<file path="src/rtl/mem_bus_pkg.sv">
// mem_bus_pkg: shared types for the memory-port arbiter.
//   - arb_state_e : sequencer states
//   - MEM_ADDR_W / MEM_DATA_W : default bus widths
//   - mem_cmd_t   : bus command bundle (we, addr, wstrb, wdata) at default widths
package mem_bus_pkg;
  localparam int MEM_ADDR_W = 32;
  localparam int MEM_DATA_W = 32;

  typedef enum logic [1:0] {
    IDLE    = 2'd0,
    IF_WAIT = 2'd1,
    D_WAIT  = 2'd2,
    IF_DROP = 2'd3
  } arb_state_e;

  typedef struct packed {
    logic                    we;
    logic [MEM_ADDR_W-1:0]   addr;
    logic [MEM_DATA_W/8-1:0] wstrb;
    logic [MEM_DATA_W-1:0]   wdata;
  } mem_cmd_t;
endpackage

</file>
<file path="src/rtl/mem_port_arbiter_if.sv">
// mem_port_arbiter_if: external memory bus.
//   master (arbiter): drives mem_req/we/addr/wstrb/wdata, receives gnt/rvalid/rdata
//   slave  (memory) : the reverse
interface mem_port_arbiter_if #(
  parameter int ADDR_W = 32,
  parameter int DATA_W = 32
);
  logic                  mem_req;
  logic                  mem_gnt;
  logic                  mem_we;
  logic [ADDR_W-1:0]     mem_addr;
  logic [DATA_W/8-1:0]   mem_wstrb;
  logic [DATA_W-1:0]     mem_wdata;
  logic                  mem_rvalid;
  logic [DATA_W-1:0]     mem_rdata;

  modport master (
    output mem_req, mem_we, mem_addr, mem_wstrb, mem_wdata,
    input  mem_gnt, mem_rvalid, mem_rdata
  );
  modport slave (
    input  mem_req, mem_we, mem_addr, mem_wstrb, mem_wdata,
    output mem_gnt, mem_rvalid, mem_rdata
  );
endinterface

</file>
<file path="src/rtl/mem_port_arbiter_starve_counter.sv">
// starve_counter: saturating up-counter with synchronous clear.
//   clk, rst (async active-low), clr (wins over inc), inc, cnt (saturates at MAX)
module starve_counter #(
  parameter int MAX = 4,
  parameter int W   = 3
) (
  input  logic         clk,
  input  logic         rst,
  input  logic         clr,
  input  logic         inc,
  output logic [W-1:0] cnt
);
  logic [W-1:0] cnt_q, cnt_d;

  always_comb begin
    cnt_d = cnt_q;
    if (clr)                          cnt_d = '0;
    else if (inc && cnt_q != W'(MAX)) cnt_d = cnt_q + W'(1);
  end

  always_ff @(posedge clk or negedge rst) begin
    if (!rst) cnt_q <= '0;
    else      cnt_q <= cnt_d;
  end

  assign cnt = cnt_q;
endmodule

</file>
<file path="src/rtl/mem_port_arbiter.sv">
// mem_port_arbiter: shares one variable-latency memory port between
// instruction fetch (if_*) and memory access (d_*). One outstanding
// transaction at a time; responses are steered back to the owner.
//   clk, rst        : clock, async active-low reset
//   if_req/addr/kill: fetch request, kill discards the in-flight fetch
//   if_rvalid/rdata : fetch response pulse
//   d_req/we/addr/wstrb/wdata, d_rvalid/rdata : load/store request/response
//   if_stall/d_stall: stall requests to hazard control
//   mem             : external bus (master side)
module mem_port_arbiter
  import mem_bus_pkg::*;
#(
  parameter int ADDR_W     = MEM_ADDR_W,
  parameter int DATA_W     = MEM_DATA_W,
  parameter int STARVE_MAX = 4
) (
  input  logic                clk,
  input  logic                rst,
  input  logic                if_req,
  input  logic [ADDR_W-1:0]   if_addr,
  input  logic                if_kill,
  output logic                if_rvalid,
  output logic [DATA_W-1:0]   if_rdata,
  input  logic                d_req,
  input  logic                d_we,
  input  logic [ADDR_W-1:0]   d_addr,
  input  logic [DATA_W/8-1:0] d_wstrb,
  input  logic [DATA_W-1:0]   d_wdata,
  output logic                d_rvalid,
  output logic [DATA_W-1:0]   d_rdata,
  output logic                if_stall,
  output logic                d_stall,
  mem_port_arbiter_if.master  mem
);
  localparam int CNT_W = $clog2(STARVE_MAX + 1);

  // Same layout as mem_cmd_t, sized by this instance's parameters.
  typedef struct packed {
    logic                we;
    logic [ADDR_W-1:0]   addr;
    logic [DATA_W/8-1:0] wstrb;
    logic [DATA_W-1:0]   wdata;
  } cmd_t;

  arb_state_e       state_q, state_d;
  logic [CNT_W-1:0] starve_cnt;
  logic             pick_if, pick_d, grant_if, grant_d, is_idle;
  logic             req_c;
  cmd_t             cmd_c;

  // Data (older instruction) wins by default; fetch wins when data is idle
  // or fetch has waited STARVE_MAX data grants. A killed fetch never wins.
  assign is_idle  = (state_q == IDLE);
  assign pick_if  = if_req & ~if_kill & ((starve_cnt == CNT_W'(STARVE_MAX)) | ~d_req);
  assign pick_d   = d_req & ~pick_if;
  assign grant_if = is_idle & pick_if & mem.mem_gnt;
  assign grant_d  = is_idle & pick_d  & mem.mem_gnt;

  always_comb begin
    state_d   = state_q;
    req_c     = 1'b0;
    cmd_c     = '0;
    if_rvalid = 1'b0;
    d_rvalid  = 1'b0;
    case (state_q)
      IDLE: begin
        if (pick_if) begin
          req_c      = 1'b1;
          cmd_c.addr = if_addr;
        end else if (pick_d) begin
          req_c = 1'b1;
          cmd_c = '{we: d_we, addr: d_addr, wstrb: d_wstrb, wdata: d_wdata};
        end
        if (grant_if)     state_d = IF_WAIT;
        else if (grant_d) state_d = D_WAIT;
      end
      IF_WAIT: begin
        if (mem.mem_rvalid) begin
          if_rvalid = ~if_kill;   // kill coinciding with the response drops it
          state_d   = IDLE;
        end else if (if_kill) begin
          state_d = IF_DROP;
        end
      end
      IF_DROP: if (mem.mem_rvalid) state_d = IDLE;
      D_WAIT: begin
        if (mem.mem_rvalid) begin
          d_rvalid = 1'b1;
          state_d  = IDLE;
        end
      end
      default: state_d = IDLE;
    endcase
  end

  always_ff @(posedge clk or negedge rst) begin
    if (!rst) state_q <= IDLE;
    else      state_q <= state_d;
  end

  starve_counter #(.MAX(STARVE_MAX), .W(CNT_W)) u_starve (
    .clk (clk),
    .rst (rst),
    .clr (~if_req | grant_if),
    .inc (grant_d & if_req),
    .cnt (starve_cnt)
  );

  assign mem.mem_req   = req_c;
  assign mem.mem_we    = cmd_c.we;
  assign mem.mem_addr  = cmd_c.addr;
  assign mem.mem_wstrb = cmd_c.wstrb;
  assign mem.mem_wdata = cmd_c.wdata;

  // Read data is zero outside the response pulse.
  assign if_rdata = if_rvalid ? mem.mem_rdata : '0;
  assign d_rdata  = d_rvalid  ? mem.mem_rdata : '0;
  assign if_stall = if_req & ~if_rvalid;
  assign d_stall  = d_req  & ~d_rvalid;
endmodule
</file>
<file path="src/flat_wrapper.sv">
// flat-port wrapper written by rule: the top's interface ports become plain ports
module mem_port_arbiter_flat import mem_bus_pkg::*;
#(
  parameter int ADDR_W     = MEM_ADDR_W,
  parameter int DATA_W     = MEM_DATA_W,
  parameter int STARVE_MAX = 4
)
  (clk, rst, if_req, if_addr, if_kill, if_rvalid, if_rdata, d_req, d_we, d_addr, d_wstrb, d_wdata, d_rvalid, d_rdata, if_stall, d_stall, mem_mem_req, mem_mem_we, mem_mem_addr, mem_mem_wstrb, mem_mem_wdata, mem_mem_gnt, mem_mem_rvalid, mem_mem_rdata);
  mem_port_arbiter_if #(.ADDR_W(ADDR_W), .DATA_W(DATA_W)) mem_i ();
  input  logic clk;
  input  logic rst;
  input  logic if_req;
  input  logic [ADDR_W-1:0] if_addr;
  input  logic if_kill;
  output logic if_rvalid;
  output logic [DATA_W-1:0] if_rdata;
  input  logic d_req;
  input  logic d_we;
  input  logic [ADDR_W-1:0] d_addr;
  input  logic [DATA_W/8-1:0] d_wstrb;
  input  logic [DATA_W-1:0] d_wdata;
  output logic d_rvalid;
  output logic [DATA_W-1:0] d_rdata;
  output logic if_stall;
  output logic d_stall;
  output wire logic [$bits(mem_i.mem_req)-1:0] mem_mem_req;
  output wire logic [$bits(mem_i.mem_we)-1:0] mem_mem_we;
  output wire logic [$bits(mem_i.mem_addr)-1:0] mem_mem_addr;
  output wire logic [$bits(mem_i.mem_wstrb)-1:0] mem_mem_wstrb;
  output wire logic [$bits(mem_i.mem_wdata)-1:0] mem_mem_wdata;
  input wire logic [$bits(mem_i.mem_gnt)-1:0] mem_mem_gnt;
  input wire logic [$bits(mem_i.mem_rvalid)-1:0] mem_mem_rvalid;
  input wire logic [$bits(mem_i.mem_rdata)-1:0] mem_mem_rdata;
  assign mem_mem_req = mem_i.mem_req;
  assign mem_mem_we = mem_i.mem_we;
  assign mem_mem_addr = mem_i.mem_addr;
  assign mem_mem_wstrb = mem_i.mem_wstrb;
  assign mem_mem_wdata = mem_i.mem_wdata;
  assign mem_i.mem_gnt = mem_mem_gnt;
  assign mem_i.mem_rvalid = mem_mem_rvalid;
  assign mem_i.mem_rdata = mem_mem_rdata;
  mem_port_arbiter #(.ADDR_W(ADDR_W), .DATA_W(DATA_W), .STARVE_MAX(STARVE_MAX)) u_core (.clk(clk), .rst(rst), .if_req(if_req), .if_addr(if_addr), .if_kill(if_kill), .if_rvalid(if_rvalid), .if_rdata(if_rdata), .d_req(d_req), .d_we(d_we), .d_addr(d_addr), .d_wstrb(d_wstrb), .d_wdata(d_wdata), .d_rvalid(d_rvalid), .d_rdata(d_rdata), .if_stall(if_stall), .d_stall(d_stall), .mem(mem_i));
endmodule
</file>
<file path="config.mk">
export PLATFORM = sky130hd
export DESIGN_NAME = mem_port_arbiter_flat
export DESIGN_NICKNAME = d
export VERILOG_FILES = /design/src/rtl/mem_bus_pkg.sv /design/src/rtl/mem_port_arbiter_if.sv /design/src/rtl/mem_port_arbiter_starve_counter.sv /design/src/rtl/mem_port_arbiter.sv /design/src/flat_wrapper.sv
export SDC_FILE = /design/constraint.sdc
export NUM_CORES = 1
export LEC_CHECK = 0
export BUFFER_PORTS_ARGS = -buffer_cell sky130_fd_sc_hd__buf_2
export CAP_MARGIN = 20
export CORE_AREA = 2 2 109 111
export DETAILED_ROUTE_END_ITERATION = 10
export DIE_AREA = 0 0 111 113
export SLEW_MARGIN = 30
export SYNTH_ARGS = -nofsm -noshare
export SYNTH_HDL_FRONTEND = slang
export SYNTH_SLANG_ARGS = --single-unit
export TNS_END_PERCENT = 50
</file>
<file path="constraint.sdc">
create_clock -name clk -period 2.65 [get_ports clk]
set_input_delay 0.795 -clock clk [delete_from_list [all_inputs] [get_ports clk]]
set_output_delay 0.795 -clock clk [all_outputs]
set_load 0.01 [all_outputs]
</file>
==> results of run 1 <==
-- through the flow --
stage	hold slack, ps	instances	area [µm²]	power [mW]
2_1_floorplan	499	268	1680	0.386
3_3_place_gp	596	676	3340	0.686
3_5_place_dp	620	676	3340	0.685
4_1_cts	384	680	3470	0.951
5_1_grt	388	694	3860	1.09
6_report	383	694	3860	1.02
-- worst paths after layout --
path	to	slack, ps	cells past startpoint
max	mem_mem_addr[19]	-30	8
min	u_core.state_q[0]	380	1
max reg2reg	u_core.state_q[0]	980	9
min reg2reg	u_core.u_starve.cnt[1]	620	2
max in group asynchronous	u_core.state_q[1]	2130	1
min in group clk	u_core.u_starve.cnt[1]	620	2
-- cells in the final DEF, fill, tap and decap left out, drive strengths merged, types with 2 or more instances in the layout --
cell type | Yosys | layout
and2 | 101 | 101
a31oi | 2 | 2
inv | 4 | 4
nor2 | 3 | 3
nand3 | 34 | 34
a2bb2oi | 2 | 2
buf | 16 | 304
o21ai | 33 | 33
dfrtp | 5 | 5
nand4 | 32 | 32
a21oi | 3 | 3
nor2b | 2 | 2
nand2 | 3 | 3
ha | 2 | 2
clkbuf | 14 | 9
-- flip-flops by register name (all words and copies together) (netlist names) --
name,flops
u_core.u_starve.cnt,3
u_core.state_q,2
-- cells by family (layout without fill, tap and decap cells) --
kind of cell / Yosys count / in the layout / share of synthesized area
adders and majority gates: 2 / 2 / 0.0149
buffers and inverters: 34 / 317 / 0.0906
AOI/OAI and AO/OA: 47 / 47 / 0.169
and+or+nand+nor: 180 / 180 / 0.651
DFF: 5 / 5 / 0.0743
-- timing repair --
item,CTS,global route
resized for setup,10,65
endpoints found under the setup margin,49,69
gates cloned,0,6
hold buffers,0,0
pin swaps,0,33
setup buffers,0,8
-- metal layers --
metal  up-vias  GRT usage
met2       178      0.252
met3         4     0.0391
met4         0     0.0225
met5         -          0
met1      1301      0.159
li1       1506          -
-- cell type report --
| type | count | area (µm²) | area share |
|---|---|---|---|
| well taps | 143 | 179 | 0.0464 |
| clock buffers | 4 | 78.8 | 0.0204 |
| inverters | 4 | 15.0 | 0.00389 |
| multi-input cells | 229 | 1540 | 0.398 |
| flip-flops and latches | 5 | 125 | 0.0324 |
| repair buffers | 309 | 1930 | 0.499 |
-- worst max-delay path: cells and delay by family --
family	cells	cell delay, ps
AO/OA/AOI/OAI	2	220
buffers and inverters	5	670
AND/OR/NAND/NOR	1	200
-- power by group through the flow --
stage / clock [mW] / sequential [mW] / combinational (mW)
CTS: 0.253 / 0.0915 / 0.606
global placement: 0 / 0.0920 / 0.594
detailed placement: 0 / 0.0923 / 0.593
floorplan: 0 / 0.0890 / 0.297
global route: 0.257 / 0.0927 / 0.739
finish: 0.246 / 0.0919 / 0.683
==> results.md, run 1 <==
* FF-to-FF Start: u_core.u_starve.cnt[0]
* VDD IR max at 0.268 mV
* # setup viols final at 21
* Clock Sinks at 5
* Fin. max-slew vios at 0
* Async set-reset flop share out of synthesis at 1.00
* Yosys cell types at 31
* Final Hold Fails at 0
* Util after Layout at 0.342
* Met2 WL at 5090 µm
* Mapped cell area at about 1700 µm²
* FMAX at between 300 and 400 MHz
* Failing checks: negative setup slack
* Worst slack, placed at -82.7 ps
* Slew margin rel. at 0.619
* # nets final at 694
* Setup crit end kind: output port
* Power per standard cell area at 265 nW/µm²
* Routed Antenna Nets at 0
* Highest metal used: met4
* Via density at 4.31
* WS Path Type: in -> out
* Type of origin of the critical path: primary input
* Largest net degree at the start of global routing at 44
* Later-pin clock latency in the skew report at 220 ps
* Initial antenna violation count at 0
* Clk buf depth at 2
* Tightest Pin Transition at 571 ps
* Initial drt markers at ~140
* Final Cycle Share at 1.01
* Worst Setup SP: d_req
* Cell with the most instances after synthesis: and2_1
* Drt wl/cell at ~15 µm
* Wire length on met3 at 976 µm
* Fill count at 1,242
* Crit-path max cell delay at about 200 ps
* Most Frequent Cell on Critical Path: buf_6
* Setup ws final at -31.1 ps
* Clk_skew at 0.827 ps
* Post-synth EDFFs at 0
* Row cnt at 39
* P_leak at around 2.2 nW
* First drt pass iteration count at 4
* Initial Utilization at 0.149
* Synth Warn # at 0
* Synth area leaders: and2_1 38%, nand4_1 12%, nand3_1 10%, o21ai_0 7.7%, dfrtp_1 7.4%
* Slowest CP cell: nor3_4
* Status: complete, but fails checks
* Sw Share at 0.395
* Register bit total from synthesis at 5
* Avg Cell Area, Syn at 6.28 µm²
* TritonCTS clock tree: done
* Routed wire length at around 10,000 µm
* Arr. time, crit path at approximately 1900 ps
* Net Switching at 0.404 mW
* Area fraction of the dominant cell type after synthesis at 0.375
* Clock period minus worst slack at roughly 2700 ps
* Clock power frac at 0.241
* Synth-to-layout area growth at 129%
* Internal power at 0.618 mW
* Comb pwr share at 0.669
* Root Driver: clkbuf_16
* Die width at 111 µm
* Synth Net Count at 410
* Vias in the first global route at 2,600
* Grt ovf at 0
* Share of post-route cells with drive strength above 1 at 0.623
* Routed length on met1 at around 4000 µm
* RSZ-0062 raised after global routing: yes
* DRC Markers at 0
* First-pass GRT wire length at 14,000 µm
* Synth cell count leaders: 101 x and2_1, 34 x nand3_1, 32 x nand4_1
* Part of the power in registers at 0.090
* Die area at 12,500 µm²
* Clock buffer count from CTS at 3
* Post-DP HPWL at between 7000 and 8000 µm
* CP required at approximately 1900 ps
* Ports at between 200 and 300
* Critical Path Fanout Max at 8
* Dominant synthesized flop cell: dfrtp_1
* # diodes at 0
* Die Y at 113 µm
* Gr usage total at 0.137
* IO buf count at 277
* TNS Setup at -225 ps
* Largest area contributor in the netlist: and2_1
* Maxcap violations at 0
* Clock slew at reported path FFs at roughly 30 ps
* RePlAce Congestion at 0.789
* Total vias in the final route at 2,989
* Post-synthesis sequential area ratio at 0.0743
* Synthesized instance count at 268
* Core area at 11,300 µm²
* Cells along the critical path: buf_6 > a21boi_4 > buf_6 > nor3_4 > buf_12 > clkbuf_16 > o21ai_1 > buf_2
* Hold Crit Class: in -> async
* CTS H-tree lvls at 1
(Power assumes the default switching activity.)
==> inputs of run 2 (changes only) <==
==> constraint.sdc (replaced) <==
create_clock -name clk -period 2.89 [get_ports clk]
set_input_delay 0.867 -clock clk [delete_from_list [all_inputs] [get_ports clk]]
set_output_delay 0.867 -clock clk [all_outputs]
set_load 0.01 [all_outputs]
==> results.md, run 2 (synthesis gave the netlist of run 1 again) <==
* # nets final at 676
* Reg2reg setup slack at 1390 ps
* CP required at 2020 ps
* Multi-input logic area at between 1000 and 1500 µm²
* RePlAce Congestion at 0.797
* TNS Setup at 0 ps
* Power per standard cell area at between 200 and 300 nW/µm²
* FMAX at around 360 MHz
* Status: completed
* Clock period minus worst slack at 2810 ps
* VDD IR max at 0.160 mV
* Sw Share at 0.404
* Routed Antenna Nets at 0
* Ports at 278
* Clock slew at reported path FFs at 30 ps
* Vias in the first global route at 2,587
* Type of origin of the critical path: primary input
* DP Cell Count at 672
* Net Switching at roughly 0.34 mW
* First drt pass iteration count at 4
* Gr usage total at 0.133
* Final cell count without fillers at 677
* Met2 WL at 4600 µm
* Post-CTS Setup Bufs at 0
* Die area at 12,500 µm²
* Wire length on met3 at 1040 µm
* Row cnt at 39
* WHS at 453 ps
* Later-pin clock latency in the skew report at 230 ps
* Drt wl/cell at 13.6 µm
* Commonest cells after routing, fill and taps aside: 277 x buf_2, 101 x and2_1, 34 x nand3_1, 32 x nand4_1, 25 x o21ai_0
* Routed wire length at 9240 µm
* Die width at 111 µm
* Reg2reg end: u_core.u_starve.cnt[2]
* FF-to-FF Start: u_core.u_starve.cnt[0]
* Comb pwr share at 0.630
* Critical Path Fanout Max at 36
* Final Cycle Share at 0.972
* Max reg flops at 3
* Core area at 11,300 µm²
* Fin. max-slew vios at 0
* Setup crit end kind: output port
* P_leak at just under 2 nW
* # setup viols final at 0
* Clock Sinks at 5
* Highest metal used: met4
* RSZ-0062 raised after global routing: no
* DRC Markers at 0
* CTS Hold Bufs at 0
* Post-DP HPWL at 7760 µm
* Commonest non-fill, non-tap cell in the layout: buf_2
* Grt ovf at 0
* Die Y at 113 µm
* Largest net degree at the start of global routing at 50
* Initial antenna violation count at 2
* Synth-to-layout area growth at 102%
* Clk buf depth at 2
* Clk_skew at between 1 and 1.5 ps
* Hold Crit Class: in -> async
* Sequential cell area at 125 µm²
* Total vias in the final route at 2,899
* Part of the power in registers at 0.099
* Via density at 4.28
* Share of post-route cells with drive strength above 1 at 0.567
* Internal power at between 0.5 and 0.6 mW
* Final Hold Fails at 0
* First-pass GRT wire length at 13,600 µm
* Clock buffer count from CTS at 3
* Tightest Pin Transition at 563 ps
* WS Path Type: in -> out
* Fill count at 1,249
* Routed length on met1 at 3520 µm
* Initial Utilization at 0.149
* Total power at 0.849 mW
* Clock power frac at 0.271
* TritonCTS clock tree: done
* Root Driver: clkbuf_16
* Reg2Reg Depth at 6
* Maxcap violations at 0
* Post-cts sizing count at 0
* Initial drt markers at 137
* IO buf count at 277
* Arr. time, crit path at 1940 ps
* Slew margin rel. at 0.624
* CTS H-tree lvls at 1
## run 2: cell count changes in the layout (fill, tap and decap cells not counted), sizes merged
cell    delta
buf       -13
clkbuf     -5
diode      +1
## run 2: power groups by stage
stage	Clock (mW)	Sequential (mW)	Combinational (mW)
2_1_floorplan	0	0.0816	0.272
3_3_place_gp	0	0.0843	0.539
3_5_place_dp	0	0.0844	0.539
4_1_cts	0.235	0.0836	0.540
5_1_grt	0.241	0.0851	0.585
6_report	0.230	0.0837	0.535
## run 2: final cells by class
cell class	instances	area share
inverter	4	0.00442
clock buffer	4	0.0232
timing repair buffer	291	0.465
sequential	5	0.0368
antenna	1	0.000737
tap	143	0.0527
multi-input combinational	229	0.417
## run 2: how the worst max path moves through the flow
stage / start / end / slack (ps)
floorplan: d_req / mem_mem_wdata[10] / 310
global placement: d_req / mem_mem_wdata[27] / 80
detailed placement: d_req / mem_mem_wdata[4] / 80
CTS: d_req / mem_mem_wdata[4] / 80
global route: d_req / mem_mem_addr[26] / 10
finish: d_req / mem_mem_wdata[4] / 80
## run 2: metrics by stage
stage | utilization | area [µm²] | setup WS (ps)
global route | 0.301 | 3390 | 11.4
detailed placement | 0.294 | 3310 | 78.5
floorplan | - | 1680 | 305
global placement | 0.294 | 3310 | 79.1
CTS | 0.301 | 3390 | 78.5
finish | 0.301 | 3400 | 79.7
## run 2: critical path, cell delays in order
cell and delay, ps:
buf_2 110, a21boi_2 170, o311a_4 330, buf_12 160, and2_1 160, buf_2 140
## run 2: per-layer routing
metal / global-route usage / vias up
met5: 0 / -
met4: 0.0275 / 0
met3: 0.0375 / 4
met2: 0.245 / 190
met1: 0.155 / 1238
li1: - / 1467
